## config.mk

```make
export PLATFORM = sky130hd
export DESIGN_NAME = issue_scheduler_flat
export DESIGN_NICKNAME = d
export VERILOG_FILES = /design/src/rtl/issue_scheduler_if.sv /design/src/rtl/issue_scheduler.sv /design/src/flat_wrapper.sv
export SDC_FILE = /design/constraint.sdc
export NUM_CORES = 1
export LEC_CHECK = 0
export ABC_CLOCK_PERIOD_IN_PS = 15820
export CAP_MARGIN = 20
export CORE_MARGIN = 2
export CORE_UTILIZATION = 50
export CTS_CLUSTER_SIZE = 24
export DETAILED_ROUTE_END_ITERATION = 8
export PLACE_DENSITY = 0.75
export RECOVER_POWER = 25
export SKIP_CTS_REPAIR_TIMING = 1
export SLEW_MARGIN = 10
export SYNTH_ARGS = -nofsm -noshare
export SYNTH_HDL_FRONTEND = slang
export SYNTH_SLANG_ARGS = --single-unit
```

## constraint.sdc

```tcl
create_clock -name clk -period 15.82 [get_ports clk]
set_clock_uncertainty 0.2 [all_clocks]
set_input_delay 3.164 -clock clk [delete_from_list [all_inputs] [get_ports clk]]
set_output_delay 3.164 -clock clk [all_outputs]
set_load 0.05 [all_outputs]
```

## src/rtl/issue_scheduler_if.sv

```systemverilog
// Decode/execute handshake bundle for the in-order issue scheduler.
//   dec_valid             decode holds a valid instruction
//   dec_src1 / dec_src2   instruction reads rs / rt
//   dec_dest              instruction writes a GPR (dec_wr)
//   dec_load              instruction is a load (LW/LB/LBU)
//   dec_div               instruction is DIV/DIVU
//   dec_hilo              instruction is MFHI/MFLO
//   dec_rs/dec_rt/dec_wr  source 1, source 2 and destination register numbers
//   ex_ready              execute stage accepts an instruction this cycle
//   issue                 instruction moves decode->execute this cycle
//   stall                 valid instruction held in decode this cycle
// master: the decode/execute side driving the request; slave: the scheduler.
interface issue_scheduler_if;
    logic       dec_valid;
    logic       dec_src1;
    logic       dec_src2;
    logic       dec_dest;
    logic       dec_load;
    logic       dec_div;
    logic       dec_hilo;
    logic [4:0] dec_rs;
    logic [4:0] dec_rt;
    logic [4:0] dec_wr;
    logic       ex_ready;
    logic       issue;
    logic       stall;

    modport master (
        output dec_valid, dec_src1, dec_src2, dec_dest, dec_load, dec_div, dec_hilo,
        output dec_rs, dec_rt, dec_wr, ex_ready,
        input  issue, stall
    );

    modport slave (
        input  dec_valid, dec_src1, dec_src2, dec_dest, dec_load, dec_div, dec_hilo,
        input  dec_rs, dec_rt, dec_wr, ex_ready,
        output issue, stall
    );
endinterface

```

## src/rtl/issue_scheduler.sv

```systemverilog
// In-order issue controller between decode and execute. A per-register
// scoreboard blocks RAW/WAW hazards, a busy counter sequences the multi-cycle
// divider against DIV and MFHI/MFLO, and stall cycles are counted.
// Ports:
//   clk        clock, rising edge
//   rst_n      synchronous reset, active low
//   bus        issue_scheduler_if.slave (decode flags, ex_ready, issue, stall)
//   div_busy   divider sequence in progress (registered)
//   stall_cnt  saturating count of stall cycles (registered)
module issue_scheduler #(
    parameter int unsigned ALU_LAT  = 1,
    parameter int unsigned LOAD_LAT = 2,
    parameter int unsigned DIV_LAT  = 32,
    parameter int unsigned CNT_W    = 3
) (
    input  logic                  clk,
    input  logic                  rst_n,
    issue_scheduler_if.slave      bus,
    output logic                  div_busy,
    output logic [31:0]           stall_cnt
);

    localparam int unsigned DivW = $clog2(DIV_LAT + 1);

    localparam logic [CNT_W-1:0] AluNew  = CNT_W'(ALU_LAT - 1);
    localparam logic [CNT_W-1:0] LoadNew = CNT_W'(LOAD_LAT - 1);
    localparam logic [DivW-1:0]  DivLat  = DivW'(DIV_LAT);

    // Register 0 is hardwired and never tracked.
    logic [CNT_W-1:0] sb_q [1:31];
    logic [CNT_W-1:0] sb_d [1:31];
    logic [DivW-1:0]  div_cnt_q, div_cnt_d;
    logic             div_busy_q, div_busy_d;
    logic [31:0]      stall_cnt_q, stall_cnt_d;

    logic [CNT_W-1:0] cnt_rs, cnt_rt, cnt_wr;
    logic [CNT_W-1:0] newlat;
    logic             raw1, raw2, waw, dvh;
    logic             issue_w, stall_w;

    // Scoreboard lookups; an index of 0 leaves the lookup at zero.
    always_comb begin
        cnt_rs = '0;
        cnt_rt = '0;
        cnt_wr = '0;
        for (int r = 1; r < 32; r++) begin
            if (bus.dec_rs == 5'(r)) cnt_rs = sb_q[r];
            if (bus.dec_rt == 5'(r)) cnt_rt = sb_q[r];
            if (bus.dec_wr == 5'(r)) cnt_wr = sb_q[r];
        end
    end

    always_comb begin
        newlat  = bus.dec_load ? LoadNew : AluNew;
        raw1    = bus.dec_src1 & (bus.dec_rs != 5'd0) & (cnt_rs != '0);
        raw2    = bus.dec_src2 & (bus.dec_rt != 5'd0) & (cnt_rt != '0);
        // A newer write must not complete before an older in-flight one.
        waw     = bus.dec_dest & (bus.dec_wr != 5'd0) & (cnt_wr > newlat);
        dvh     = (bus.dec_div | bus.dec_hilo) & div_busy_q;
        issue_w = rst_n & bus.dec_valid & bus.ex_ready & ~(raw1 | raw2 | waw | dvh);
        stall_w = rst_n & bus.dec_valid & ~issue_w;
    end

    assign bus.issue = issue_w;
    assign bus.stall = stall_w;

    // Scoreboard: frozen with the pipeline when ex_ready is low; an issuing
    // write overrides the decrement of its own destination.
    always_comb begin
        for (int r = 1; r < 32; r++) begin
            sb_d[r] = sb_q[r];
            if (bus.ex_ready && sb_q[r] != '0) begin
                sb_d[r] = sb_q[r] - 1'b1;
            end
            if (issue_w && bus.dec_dest && bus.dec_wr == 5'(r)) begin
                sb_d[r] = newlat;
            end
        end
    end

    // Divider counts down in real time, independent of ex_ready.
    always_comb begin
        div_cnt_d = div_cnt_q;
        if (issue_w && bus.dec_div) begin
            div_cnt_d = DivLat;
        end else if (div_cnt_q != '0) begin
            div_cnt_d = div_cnt_q - 1'b1;
        end
        div_busy_d = (div_cnt_d != '0);
    end

    always_comb begin
        stall_cnt_d = stall_cnt_q;
        if (stall_w && stall_cnt_q != 32'hFFFF_FFFF) begin
            stall_cnt_d = stall_cnt_q + 32'd1;
        end
    end

    always_ff @(posedge clk) begin
        if (!rst_n) begin
            for (int r = 1; r < 32; r++) begin
                sb_q[r] <= '0;
            end
            div_cnt_q   <= '0;
            div_busy_q  <= 1'b0;
            stall_cnt_q <= 32'd0;
        end else begin
            for (int r = 1; r < 32; r++) begin
                sb_q[r] <= sb_d[r];
            end
            div_cnt_q   <= div_cnt_d;
            div_busy_q  <= div_busy_d;
            stall_cnt_q <= stall_cnt_d;
        end
    end

    assign div_busy  = div_busy_q;
    assign stall_cnt = stall_cnt_q;

endmodule

```

## src/flat_wrapper.sv

```systemverilog
// flat-port wrapper written by rule: the top's interface ports become plain ports
module issue_scheduler_flat 
#(
    parameter int unsigned ALU_LAT  = 1,
    parameter int unsigned LOAD_LAT = 2,
    parameter int unsigned DIV_LAT  = 32,
    parameter int unsigned CNT_W    = 3
)
  (clk, rst_n, div_busy, stall_cnt, bus_dec_valid, bus_dec_src1, bus_dec_src2, bus_dec_dest, bus_dec_load, bus_dec_div, bus_dec_hilo, bus_dec_rs, bus_dec_rt, bus_dec_wr, bus_ex_ready, bus_issue, bus_stall);
  issue_scheduler_if bus_i ();
  input  logic clk;
  input  logic rst_n;
  output logic div_busy;
  output logic [31:0] stall_cnt;
  input wire logic [$bits(bus_i.dec_valid)-1:0] bus_dec_valid;
  input wire logic [$bits(bus_i.dec_src1)-1:0] bus_dec_src1;
  input wire logic [$bits(bus_i.dec_src2)-1:0] bus_dec_src2;
  input wire logic [$bits(bus_i.dec_dest)-1:0] bus_dec_dest;
  input wire logic [$bits(bus_i.dec_load)-1:0] bus_dec_load;
  input wire logic [$bits(bus_i.dec_div)-1:0] bus_dec_div;
  input wire logic [$bits(bus_i.dec_hilo)-1:0] bus_dec_hilo;
  input wire logic [$bits(bus_i.dec_rs)-1:0] bus_dec_rs;
  input wire logic [$bits(bus_i.dec_rt)-1:0] bus_dec_rt;
  input wire logic [$bits(bus_i.dec_wr)-1:0] bus_dec_wr;
  input wire logic [$bits(bus_i.ex_ready)-1:0] bus_ex_ready;
  output wire logic [$bits(bus_i.issue)-1:0] bus_issue;
  output wire logic [$bits(bus_i.stall)-1:0] bus_stall;
  assign bus_i.dec_valid = bus_dec_valid;
  assign bus_i.dec_src1 = bus_dec_src1;
  assign bus_i.dec_src2 = bus_dec_src2;
  assign bus_i.dec_dest = bus_dec_dest;
  assign bus_i.dec_load = bus_dec_load;
  assign bus_i.dec_div = bus_dec_div;
  assign bus_i.dec_hilo = bus_dec_hilo;
  assign bus_i.dec_rs = bus_dec_rs;
  assign bus_i.dec_rt = bus_dec_rt;
  assign bus_i.dec_wr = bus_dec_wr;
  assign bus_i.ex_ready = bus_ex_ready;
  assign bus_issue = bus_i.issue;
  assign bus_stall = bus_i.stall;
  issue_scheduler #(.ALU_LAT(ALU_LAT), .LOAD_LAT(LOAD_LAT), .DIV_LAT(DIV_LAT), .CNT_W(CNT_W)) u_core (.clk(clk), .rst_n(rst_n), .bus(bus_i), .div_busy(div_busy), .stall_cnt(stall_cnt));
endmodule
```

==> results of run 1 <==
==> stage by stage <==
| stage | hold WS [ps] | instance area, um2 | power [uW] |
|---|---|---|---|
| after floorplan | 330 | 11300 | 1090 |
| after global placement | 269 | 11800 | 1310 |
| after detailed placement | 283 | 11800 | 1340 |
| after CTS | 296 | 12300 | 1750 |
| after global routing | 319 | 12400 | 1900 |
| final | 289 | 12400 | 1760 |
==> layer usage <==
| metal | track usage, % | vias up |
|---|---|---|
| met1 | 44.8 | 5483 |
| met3 | 6.57 | 115 |
| met5 | 0 | - |
| li1 | - | 5414 |
| met4 | 14.0 | 4 |
| met2 | 52.7 | 559 |
==> cell usage in the layout, fill, tap and decap left out, types with 10 or more instances in the layout <==
cell and n:
a21oi_1 83, a31oi_1 10, and2_1 10, and3_1 51
buf_4 15, clkbuf_16 17, clkdlybuf4s50_1 18, dfxtp_1 132
dlygate4sd3_1 34, ha_1 66, inv_1 124, mux2_2 14
mux2i_1 63, nand2_1 145, nand2b_1 24, nand3_1 40
nand3b_1 11, nand4_1 34, nor2_1 68, nor2b_1 21
nor3_1 51, nor3b_1 39, nor4_1 17, o211ai_1 13
o21a_1 10, o21ai_0 109, o22ai_1 19, o31ai_1 21
or4_1 17, xnor2_1 34, xor2_1 10
==> worst register-to-register path: stages (launching register included) <==
cell and delay (ps):
dfxtp_1 600, mux2_2 240, o22ai_1 70, a21oi_1 180
a31oi_1 110, o21ai_0 160, mux2i_1 90, a21oi_1 270
a2bb2oi_1 200, o21ai_0 110, ha_1 280, nor2_1 40
nand3b_1 150, o211ai_1 210, a31oi_1 120, or3_1 450
inv_1 120, clkbuf_1 2210, nand3_1 780, and3_1 420
==> registers in the layout, indices dropped and copies added (netlist names) <==
register          count
u_core.stall_cnt     32
u_core.div_busy       1
u_core.sb_q          93
u_core.div_cnt_q      6
==> final timing paths <==
check,start,endpoint,slack [ps],depth (start not counted)
setup / recovery,bus_dec_wr[4],bus_stall,4430,16
hold / removal,u_core.stall_cnt[12]$_SDFFE_PN0P_,u_core.stall_cnt[12]$_SDFFE_PN0P_,290,2
setup reg to reg,u_core.sb_q[0][18]$_SDFFE_PN0P_,u_core.sb_q[0][35]$_SDFFE_PP0P_,8720,19
hold reg to reg,u_core.stall_cnt[12]$_SDFFE_PN0P_,u_core.stall_cnt[12]$_SDFFE_PN0P_,290,2
==> cell type report <==
cell class                 instances  share of cell area, %
clock buffer                      17                   3.44
clock inverter                    15                   1.22
inverter                         125                   3.80
multi-input combinational       1135                   61.6
tap                              280                   2.83
sequential                       132                   21.4
timing repair buffer              77                   5.69
==> report_power, final <==
part / internal [uW] / total, uW / switching, uW
sequential: 426 / 619 / 194
combinational: 316 / 742 / 426
clock: 211 / 402 / 190
==> cells by family (layout without fill, tap and decap cells) <==
group	after synthesis	count (layout)	synth area share [%]
adders and majority gates	66	66	7.33
and+or+nand+nor	575	575	28.0
muxes	81	81	7.69
DFF	132	132	23.4
xor gates and xnor gates	44	44	3.42
buffers and inverters	227	234	8.89
AOI/OAI and AO/OA	369	369	21.3
==> out/metrics.cfg, run 1 <==
[synth]
yosys-top-cells-count = nand2_1, dfxtp_1, inv_1
synth-edff-count = 0
ys_ff_latch = 132
synth_area_leader_cell = dfxtp_1
syn_inst = 1494
avgSynthCellArea_um2 = 7.54
syn_area_um2 = 11300
yosysUniqueCellTypes = 85
synth_most_common_cell = nand2_1
netlist.area_leader.share_pct = 23.4
synth_ff_type = dfxtp_1
yosys_warnings = 0
synth_area_leaders = dfxtp_1, ha_1, mux2i_1, o21ai_0, nand2_1
synth-seq-area-share_pct = 23.4
synth_fp_nets = 1585
async_flop_share_pct = 0

[route]
wl_met3_um = 3900
drtIter0Drc = 1055
drcViolationCount = 0
vias_per_cell = 6.50
met1_length_um = 16500
met2WireLength_um = 17600
highest_layer = met5
vias = 11600
wirelength_um = 39700
wl_per_cell_um = 22.3
firstDrtPassIters = 5
drt.antenna.violating_nets = 0

[final_layout]
drive_gt1_share_pct = 6.06
seq_area_um2 = 2640
diodes = 0
fin_util_pct = 56.3
final_cells = 1781
finalNetCount = 1579
multi_input_area_um2 = 7620
nFillCells = 2058
syn_to_final_growth_pct = 9.69

[timing]
max_slew_margin_pct = -108
finalCritPeriodShare_pct = 72.0
tns_ps = 0
setup_viol_count_final = 0
worstMarginPinSlew_ps = 3120
max_freq_ghz = 0.0878
drv_slew = 76
setup_ws_ps = 4430
post-route-min-period_ps = 11390
grt_setup_unrepaired = false
hold_viol = 0

[worst_setup_path]
worstSetupPathType = in2out
cpMaxStageDelayCell = dlygate4sd3_1
worstPathMaxFanout = 24
crit_arrival_ps = 8020
cp_cell_sequence = dlygate4sd3_1 > or3b_2 > nor2_1 > a21oi_1 > o22a_1 > a21oi_1 > a2bb2oi_1 > o21ai_0 > ha_1 > nor2_1 > nand3b_1 > o211ai_1 > a31oi_1 > or3_1 > and2_1 > clkdlybuf4s50_1
cp-end-kind = output pin
startpoint_type = primary input
path_buf_inv = 2
critPathTopFamily = buffers and inverters
required_ps = 12460
slowest_delay_ps = 1110

[floorplan]
initial_core_util_pct = 51.3
io_pins = 60
fp.dieArea_um2 = 23800
die_h_um = 154
dieWidth_um = 154
num_rows = 54
core-area_um2 = 22000

[status]
status = finished, violations left
violations = max-capacitance violations, max-slew violations

[global_route]
grt_pass1_wl_um = 62500
antenna_found_initial = 3
grt-ovfl-total = 0
grtUsageTotal_pct = 33.5
grt_start_max_net_pins = 76
grt_pass1_vias = 11000

[clock_network]
cts.root.buffer_cell = clkbuf_16
cts_max_path_buffers = 2
clk_pin_slew_ps = 70
insertion_delay_ps = 440
numCtsBuffers = 17
cts_tree = done
cts.sink_count = 132
htreeDepth = 4

[power_and_ir_drop]
ir_drop_mv = 0.104
p_leak_uw = 0.00505
powerDensity_nw_per_um2 = 143

[place]
port_buffers = 59
dp_slack_ps = 4700
dp_hpwl_um = 28000
routabilityCongestion = 1.01
dp.cells = 1748

[run]
drv_cap = 1

[worst_hold_path]
hold_class = reg2reg

Note: power is estimated with default switching activity, not from simulation.
==> inputs of run 2 (changes only) <==
Settings changed: ABC_CLOCK_PERIOD_IN_PS 15820 to 9700, PLACE_DENSITY 0.75 to 0.78.
Clock period 15.82 ns to 9.7 ns, I/O delays scaled along.
==> out/metrics.cfg, run 2 (same netlist as run 1, synthesis figures left out) <==
[status]
status = complete, no violations

[clock_network]
insertion_delay_ps = 440
htreeDepth = 4
cts_tree = done
cts.root.buffer_cell = clkbuf_16
clk_pin_slew_ps = 60
cts.sink_count = 132
numCtsBuffers = 17
cts_max_path_buffers = 2

[power_and_ir_drop]
p_leak_uw = 0.00507
ir_drop_mv = 0.144
powerDensity_nw_per_um2 = 233

[place]
dp_hpwl_um = 28600
routabilityCongestion = 1.02
postPlaceCellArea_um2 = 11800
port_buffers = 59
dp_slack_ps = 1250

[worst_setup_path]
startpoint_type = primary input
cp-end-kind = output pin
cpMaxStageDelayCell = dlygate4sd3_1
slowest_delay_ps = 820
worstPathMaxFanout = 13
rr_startpoint = u_core.sb_q[0][18]$_SDFFE_PN0P_
worstSetupStartpoint = bus_dec_wr[3]
required_ps = 7560
crit_arrival_ps = 6750
reg2reg_depth = 19
worstSetupPathType = in2out
path_buf_inv = 3
cp_num_cells = 19
cp_cell_sequence = dlygate4sd3_1 > clkbuf_1 > nor2b_1 > nand2_1 > nor3_1 > nand2_1 > o21ai_0 > mux2i_1 > a21oi_1 > a2bb2oi_1 > o21ai_0 > ha_1 > nor2_1 > nand3b_1 > o211ai_1 > a31oi_1 > or3_1 > and2_1 > clkdlybuf4s50_1
critPathTopFamily = buffers and inverters

[final_layout]
seq_area_um2 = 2640
layout_common_cells = nand2_1, dfxtp_1, inv_1
design_area_um2 = 12400
largest_register = u_core.sb_q
largest_register_ffs = 93
drive_gt1_share_pct = 6.45
nFillCells = 2061
finalNetCount = 1583
syn_to_final_growth_pct = 10.2
layout_commonest_cell = nand2_1
multi_input_area_um2 = 7620

[worst_hold_path]
min_path_cells = 2
min_from = u_core.stall_cnt[11]$_SDFFE_PN0P_
hold_class = reg2reg

[timing]
post-route-min-period_ps = 8890
tns_ps = 0
hold_viol = 0
finalCritPeriodShare_pct = 91.6
grt_setup_unrepaired = false
worstMarginPinSlew_ps = 1080
drv_slew = 0
setup_ws_ps = 812
max_slew_margin_pct = 28.3
setup_viol_count_final = 0
max_freq_ghz = 0.113

[route]
wl_per_cell_um = 22.4
vias = 11700
drtIter0Drc = 1141
drt.antenna.violating_nets = 0
drcViolationCount = 0
vias_per_cell = 6.56
firstDrtPassIters = 6
wirelength_um = 40100

[floorplan]
die_h_um = 154
fp.dieArea_um2 = 23800
num_rows = 54
dieWidth_um = 154
io_pins = 60
initial_core_util_pct = 51.3
core-area_um2 = 22000

[global_route]
grt_pass1_vias = 10900
grt-ovfl-total = 0
antenna_found_initial = 2
grtUsageTotal_pct = 33.3
grt_start_max_net_pins = 76
grt_pass1_wl_um = 62300

[run]
drv_cap = 0

run 2: cell count changes in the layout (fill, tap and decap cells not counted), sizes merged:
cell           previous run  this run
buf                      23        28
bufinv                    0         1
clkdlybuf4s50            18        17
clkinvlp                  1         2
diode                     0         1
inv                     136       134
run 2: layout make-up:
cell class / instances / share of cell area (%)
repair buffers: 81 / 6.05
clock buffers: 17 / 3.43
flip-flops and latches: 132 / 21.3
well taps: 280 / 2.82
diodes: 1 / 0.0202
multi-input cells: 1135 / 61.4
clock inverters: 15 / 1.26
inverters: 125 / 3.78
run 2: worst paths after layout:
check / end / slack [ps]
min: u_core.stall_cnt[11]$_SDFFE_PN0P_ / 290
min reg2reg: u_core.stall_cnt[11]$_SDFFE_PN0P_ / 290
max: bus_stall / 810
max reg2reg: u_core.sb_q[0][80]$_SDFFE_PP0P_ / 4770
run 2: worst min-delay path: cells and delay by family, from the launching register on:
kind | cells | cell delay, ps
mux | 1 | 60
flops | 1 | 320
simple gates | 1 | 60
run 2: per-stage QoR:
step / hold WS (ps) / total power, uW / instances / utilization (%)
after floorplan: 330 / 1790 / 1494 / -
after global placement: 267 / 2140 / 1750 / 53.7
after detailed placement: 277 / 2180 / 1750 / 53.7
after CTS: 290 / 2870 / 1782 / 56.4
after global routing: 303 / 3100 / 1785 / 56.5
final: 285 / 2900 / 1786 / 56.5
run 2: report_power, final:
part / leakage [uW] / switching [uW] / internal [uW]
logic: 0.00371 / 692 / 519
clock network: 0.000283 / 308 / 365
registers: 0.00107 / 320 / 694
total: 0.00507 / 1320 / 1580
run 2: layer usage:
layer	global-route usage, %	vias up	wire [um]
li1	-	5423	-
met1	43.3	5539	16100
met2	52.7	647	17800
met3	8.20	112	4400
met4	13.8	0	1820
met5	0	-	0
